`src/rtl/if_fetch_stage.sv`:
```
// rtl/if_fetch_stage.sv - instruction fetch stage: fetch PC, ROM index, fetch FIFO to decode
// Halts on an all-zero word (end of image); redirects flush the buffer and re-align the target.
module if_fetch_stage #(
  parameter int                PC_LEN     = 64,
  parameter int                INSTR_LEN  = 32,
  parameter logic [PC_LEN-1:0] RST_PC     = '0,
  parameter int                FIFO_DEPTH = 2
) (
  input  logic                 clk,
  input  logic                 rst_n,
  output logic [PC_LEN-1:0]    rom_idx_o,
  input  logic [INSTR_LEN-1:0] rom_data_i,
  input  logic                 redirect_valid_i,
  input  logic [PC_LEN-1:0]    redirect_pc_i,
  output logic                 id_valid_o,
  input  logic                 id_ready_i,
  output logic [PC_LEN-1:0]    id_pc_o,
  output logic [INSTR_LEN-1:0] id_instr_o,
  output logic                 halt_o
);

  localparam int PTR_W = (FIFO_DEPTH > 1) ? $clog2(FIFO_DEPTH) : 1;
  localparam int CNT_W = $clog2(FIFO_DEPTH + 1);
  localparam logic [CNT_W-1:0] DEPTH_C = CNT_W'(FIFO_DEPTH);

  typedef enum logic {
    RUN  = 1'b0,
    HALT = 1'b1
  } state_e;

  state_e               state_q, state_d;
  logic [PC_LEN-1:0]    fetch_pc_q, fetch_pc_d;
  logic [PTR_W-1:0]     rd_ptr_q, rd_ptr_d;
  logic [PTR_W-1:0]     wr_ptr_q, wr_ptr_d;
  logic [CNT_W-1:0]     count_q, count_d;
  logic [PC_LEN-1:0]    pc_mem_q    [FIFO_DEPTH];
  logic [INSTR_LEN-1:0] instr_mem_q [FIFO_DEPTH];

  logic pop;
  logic push;
  logic zero_word;

  assign pop       = (count_q != '0) & id_ready_i;
  assign zero_word = (rom_data_i == '0);
  assign push      = (state_q == RUN) & ~redirect_valid_i & ~zero_word &
                     ((count_q < DEPTH_C) | pop);

  // Redirect wins over both push and halt detection; a pop in the same cycle still counts for decode.
  always_comb begin
    state_d    = state_q;
    fetch_pc_d = fetch_pc_q;
    rd_ptr_d   = rd_ptr_q;
    wr_ptr_d   = wr_ptr_q;
    count_d    = count_q;
    if (redirect_valid_i) begin
      state_d    = RUN;
      fetch_pc_d = {redirect_pc_i[PC_LEN-1:2], 2'b00};
      rd_ptr_d   = '0;
      wr_ptr_d   = '0;
      count_d    = '0;
    end else begin
      if ((state_q == RUN) && zero_word) begin
        state_d = HALT;
      end
      if (push) begin
        wr_ptr_d   = wr_ptr_q + PTR_W'(1);
        fetch_pc_d = fetch_pc_q + PC_LEN'(4);
      end
      if (pop) begin
        rd_ptr_d = rd_ptr_q + PTR_W'(1);
      end
      count_d = count_q + CNT_W'(push) - CNT_W'(pop);
    end
  end

  always_ff @(posedge clk or negedge rst_n) begin
    if (!rst_n) begin
      state_q    <= RUN;
      fetch_pc_q <= RST_PC;
      rd_ptr_q   <= '0;
      wr_ptr_q   <= '0;
      count_q    <= '0;
    end else begin
      state_q    <= state_d;
      fetch_pc_q <= fetch_pc_d;
      rd_ptr_q   <= rd_ptr_d;
      wr_ptr_q   <= wr_ptr_d;
      count_q    <= count_d;
    end
  end

  always_ff @(posedge clk or negedge rst_n) begin
    if (!rst_n) begin
      for (int i = 0; i < FIFO_DEPTH; i++) begin
        pc_mem_q[i]    <= '0;
        instr_mem_q[i] <= '0;
      end
    end else if (push) begin
      pc_mem_q[wr_ptr_q]    <= fetch_pc_q;
      instr_mem_q[wr_ptr_q] <= rom_data_i;
    end
  end

  // Head fields come straight from storage, never from rom_data_i.
  assign rom_idx_o  = fetch_pc_q;
  assign id_valid_o = (count_q != '0);
  assign id_pc_o    = pc_mem_q[rd_ptr_q];
  assign id_instr_o = instr_mem_q[rd_ptr_q];
  assign halt_o     = (state_q == HALT);

endmodule

```
`config.mk`:
```
export PLATFORM = sky130hd
export DESIGN_NAME = if_fetch_stage
export DESIGN_NICKNAME = d
export VERILOG_FILES = /design/src/rtl/if_fetch_stage.sv
export SDC_FILE = /design/constraint.sdc
export NUM_CORES = 1
export LEC_CHECK = 0
export ABC_AREA = 1
export CORE_ASPECT_RATIO = 0.9
export CORE_MARGIN = 5
export CORE_UTILIZATION = 48
export CTS_CLUSTER_DIAMETER = 50
export DETAILED_ROUTE_END_ITERATION = 10
export PLACE_DENSITY = 0.75
export SYNTH_ARGS = -nofsm -noshare
export SYNTH_HDL_FRONTEND = slang
export SYNTH_SLANG_ARGS = --single-unit
```
`constraint.sdc`:
```
create_clock -name clk -period 2.7 [get_ports clk]
set_clock_uncertainty 0.1 [all_clocks]
set_input_delay 0.405 -clock clk [delete_from_list [all_inputs] [get_ports clk]]
set_output_delay 0.405 -clock clk [all_outputs]
set_load 0.01 [all_outputs]
```
==> metrics.md <==
| Metric | Value |
|---|---|
| Run status | `completed` |
| DP HPWL | `31200 microns` |
| Slew Viols, Final | `0` |
| Post-CTS Setup Bufs | `0` |
| Clock Path Buffers | `3` |
| Reg-to-Reg Start | `rom_idx_o[3]$_DFFE_PN0P_` |
| Period utilisation layout | `97.7%` |
| CTS Buf Count | `31` |
| Vias in the first global route | `13400` |
| Port Buffer Count | `approximately 260` |
| Vias | `13900` |
| FP Rows | `58` |
| Sequential cell area | `~0.0064 sq mm` |
| Total Wirelength | `between 40000 and 50000 microns` |
| Root Driver | `clkbuf_16` |
| H-tree depth | `1` |
| Worst setup SP type | `register` |
| Worst-path clk slew | `0.06 ns` |
| CP max FO | `26` |
| Final Hold Viols | `0` |
| FF-to-FF setup slack | `0.40 ns` |
| Total congestion overflow | `0` |
| Met1 Track Usage GR | `37.4%` |
| # IOs | `262` |
| PwrDens | `970 mW/mm^2` |
| Synth area leader | `dfrtp_1` |
| Worst EP required | `2.19 ns` |
| CP startpoint | `rd_ptr_q$_DFFE_PN0P_` |
| Fillers | `2458` |
| Final Util | `between 60% and 70%` |
| Post-synth top area share | `46.9%` |
| Global Route met3 Usage | `4.94%` |
| Via density | `~5.3` |
| CTS tree | `built` |
| Synth Cell Area | `approximately 0.014 sq mm` |
| Worst setup path endpoint | `id_instr_o[14]` |
| Initial core utilization | `48.7%` |
| Per-cell routed wire length | `between 15 and 20 microns` |
| Number of diodes | `0` |
| Area Overhead vs Synth | `31.5%` |
| WP data arrival | `2.13 ns` |
| # setup viols final | `0` |
| Core footprint | `0.0279 sq mm` |
| RSZ-0062 raised after global routing | `yes` |
| Count leader, synth | `nand2_1` |
| Worst Hold Class | `primary input to async pin` |
| Maximum vdd drop | `0.000612 V` |
| GRT Total Usage | `27.4%` |
| Layout cells sized above 1 | `5.44%` |
| CP Capture Type | `output port` |
| First-pass detailed-route iteration total | `5` |
| Die Ht | `170 microns` |
| Min cycle time layout | `2.64 ns` |
| EDFF count, synth | `0` |
| First-pass GRT wire length | `71700 microns` |
| Post-synth top cells | `nand2_1, dfrtp_1, nor2_1` |
| Syn Area/Cell | `6.75 sq um` |
| R2R Path End | `rom_idx_o[48]$_DFFE_PN0P_` |
| Post-Layout Cell Count | `2638` |
| Clk_lat worst skew | `around 0.55 ns` |
| Remaining antenna violation count | `0` |
| Largest net degree at the start of global routing | `95` |
| GR peak layer | `met2` |
| Post-synth cell types | `30` |
| Maximum clock rate | `approximately 380 MHz` |
| M2 GR Usage | `between 40% and 50%` |
| Seq/Total Area, Yosys | `46.9%` |
| Area of the multi-input gates | `0.00650 sq mm` |
| Final net count | `2356` |
| Mapped Cells | `2016` |
| Clock sinks | `255` |
| Ys flop type | `dfrtp_1` |
| Pleak | `9.04 nW` |
| Routability cong. | `0.960` |
| Rel. slew slack | `48.8%` |
| Antenna violations before repair | `2` |
| FFs w/ async S/R, synth | `100%` |
| DRC Markers | `0` |
| Max-Cap Viols | `0` |
| Full die area | `0.0318 sq mm` |
| Die W | `187 microns` |
| Ys Warns | `0` |
| Measured slew at the worst slew-check pin | `just under 0.8 ns` |
| Worst Reg-to-Reg Cells | `10` |
| FF+latch count, synth | `255` |
| Cell count after placement | `2576` |
| Drt initial violations | `between 1000 and 1500` |
| Synth top area cells | `dfrtp_1, nand2_1, nand3_1` |
| Critical path class | `register to output port` |
==> layer usage <==
metal  wire (microns)  up-vias  share of wire (%)
met5               27        -              0.059
met4             1570        4                3.5
met1            19200     6550                 42
met2            21000      560                 46
li1                 -     6672                  -
met3             3650      105                8.0
==> worst min path at each step <==
stage                     depth (start not counted)                     endpoint  slack (ns)           start
final                                             2     pc_mem_q[69]$_DFFE_PN0P_        0.33           rst_n
after global routing                              3  instr_mem_q[63]$_DFFE_PN0P_        0.34  rom_data_i[31]
after CTS                                         3  instr_mem_q[63]$_DFFE_PN0P_        0.32  rom_data_i[31]
after detailed placement                          1     pc_mem_q[69]$_DFFE_PN0P_        0.33           rst_n
after global placement                            1      pc_mem_q[5]$_DFFE_PN0P_        0.33           rst_n
after floorplan                                   0         count_q[0]$_DFF_PN0_       0.009           rst_n
==> through the flow <==
step	power, mW	area, sq um	hold slack, ns	setup slack [ns]	setup TNS, ns
global placement	12.7	16700	0.325	0.105	0
floorplan	9.52	13600	0.00941	0.690	0
global route	18.5	17900	0.339	-0.00206	-0.00206
CTS	17.3	17800	0.324	0.0103	0
finish	17.3	17900	0.327	0.0612	0
detailed placement	12.9	16700	0.329	0.0690	0
==> power breakdown <==
part / leakage (nW) / switching, mW / total, mW / internal [mW]
registers: 3.15 / 1.10 / 6.39 / 5.30
clock network: 0.522 / 1.71 / 4.32 / 2.62
logic: 5.37 / 3.47 / 6.62 / 3.15
==> critical path, stage by stage, from the launching register on <==
cell and delay, ns:
dfrtp_4 0.54, inv_8 0.12, clkbuf_16 0.22, nand2_1 0.06, nand2_1 0.09, clkdlybuf4s50_1 0.55
==> cell type report <==
| cell class | instances | area share, % |
|---|---|---|
| Clock buffer | 41 | 4.94 |
| Sequential cell | 255 | 35.7 |
| Inverter | 78 | 1.68 |
| Tap cell | 360 | 2.52 |
| Timing Repair Buffer | 294 | 17.6 |
| Multi-Input combinational cell | 1593 | 36.4 |
| Clock inverter | 17 | 1.15 |
==> kinds of logic (layout without fill, tap and decap cells) <==
kind of cell	after synthesis	count (layout)	synth area share, %
AOI/OAI and AO/OA	61	61	2.56
xor gates and xnor gates	12	12	0.773
adders and majority gates	3	3	0.276
buffers and inverters	171	430	5.55
DFF	255	255	46.9
other	1	4	0.0276
and+or+nand+nor	1513	1513	43.9
==> timing repair <==
item	in CTS	in global routing
endpoints found under the hold margin	66	0
endpoints found under the setup margin	0	89
gates resized for setup	0	8
hold buffers	1	0
==> placed cells by master (no fill, tap or decap), drive strengths merged, types with 4 or more instances in the layout <==
cell	instances
nand2	1203
nor2	161
o21bai	16
o21ai	34
nand4	13
dfrtp	255
conb	4
clkinvlp	5
inv	83
clkbuf	44
clkinv	4
buf	37
clkdlybuf4s50	250
a21oi	10
xor2	9
nand3	131
==> sequential cells by signal (all words and copies together), names as in the netlist <==
| name | count |
|---|---|
| count_q | 2 |
| pc_mem_q | 124 |
| halt_o | 1 |
| rom_idx_o | 62 |
| wr_ptr_q | 1 |
| instr_mem_q | 64 |
| rd_ptr_q | 1 |
Power figures use the tool's default switching activity.
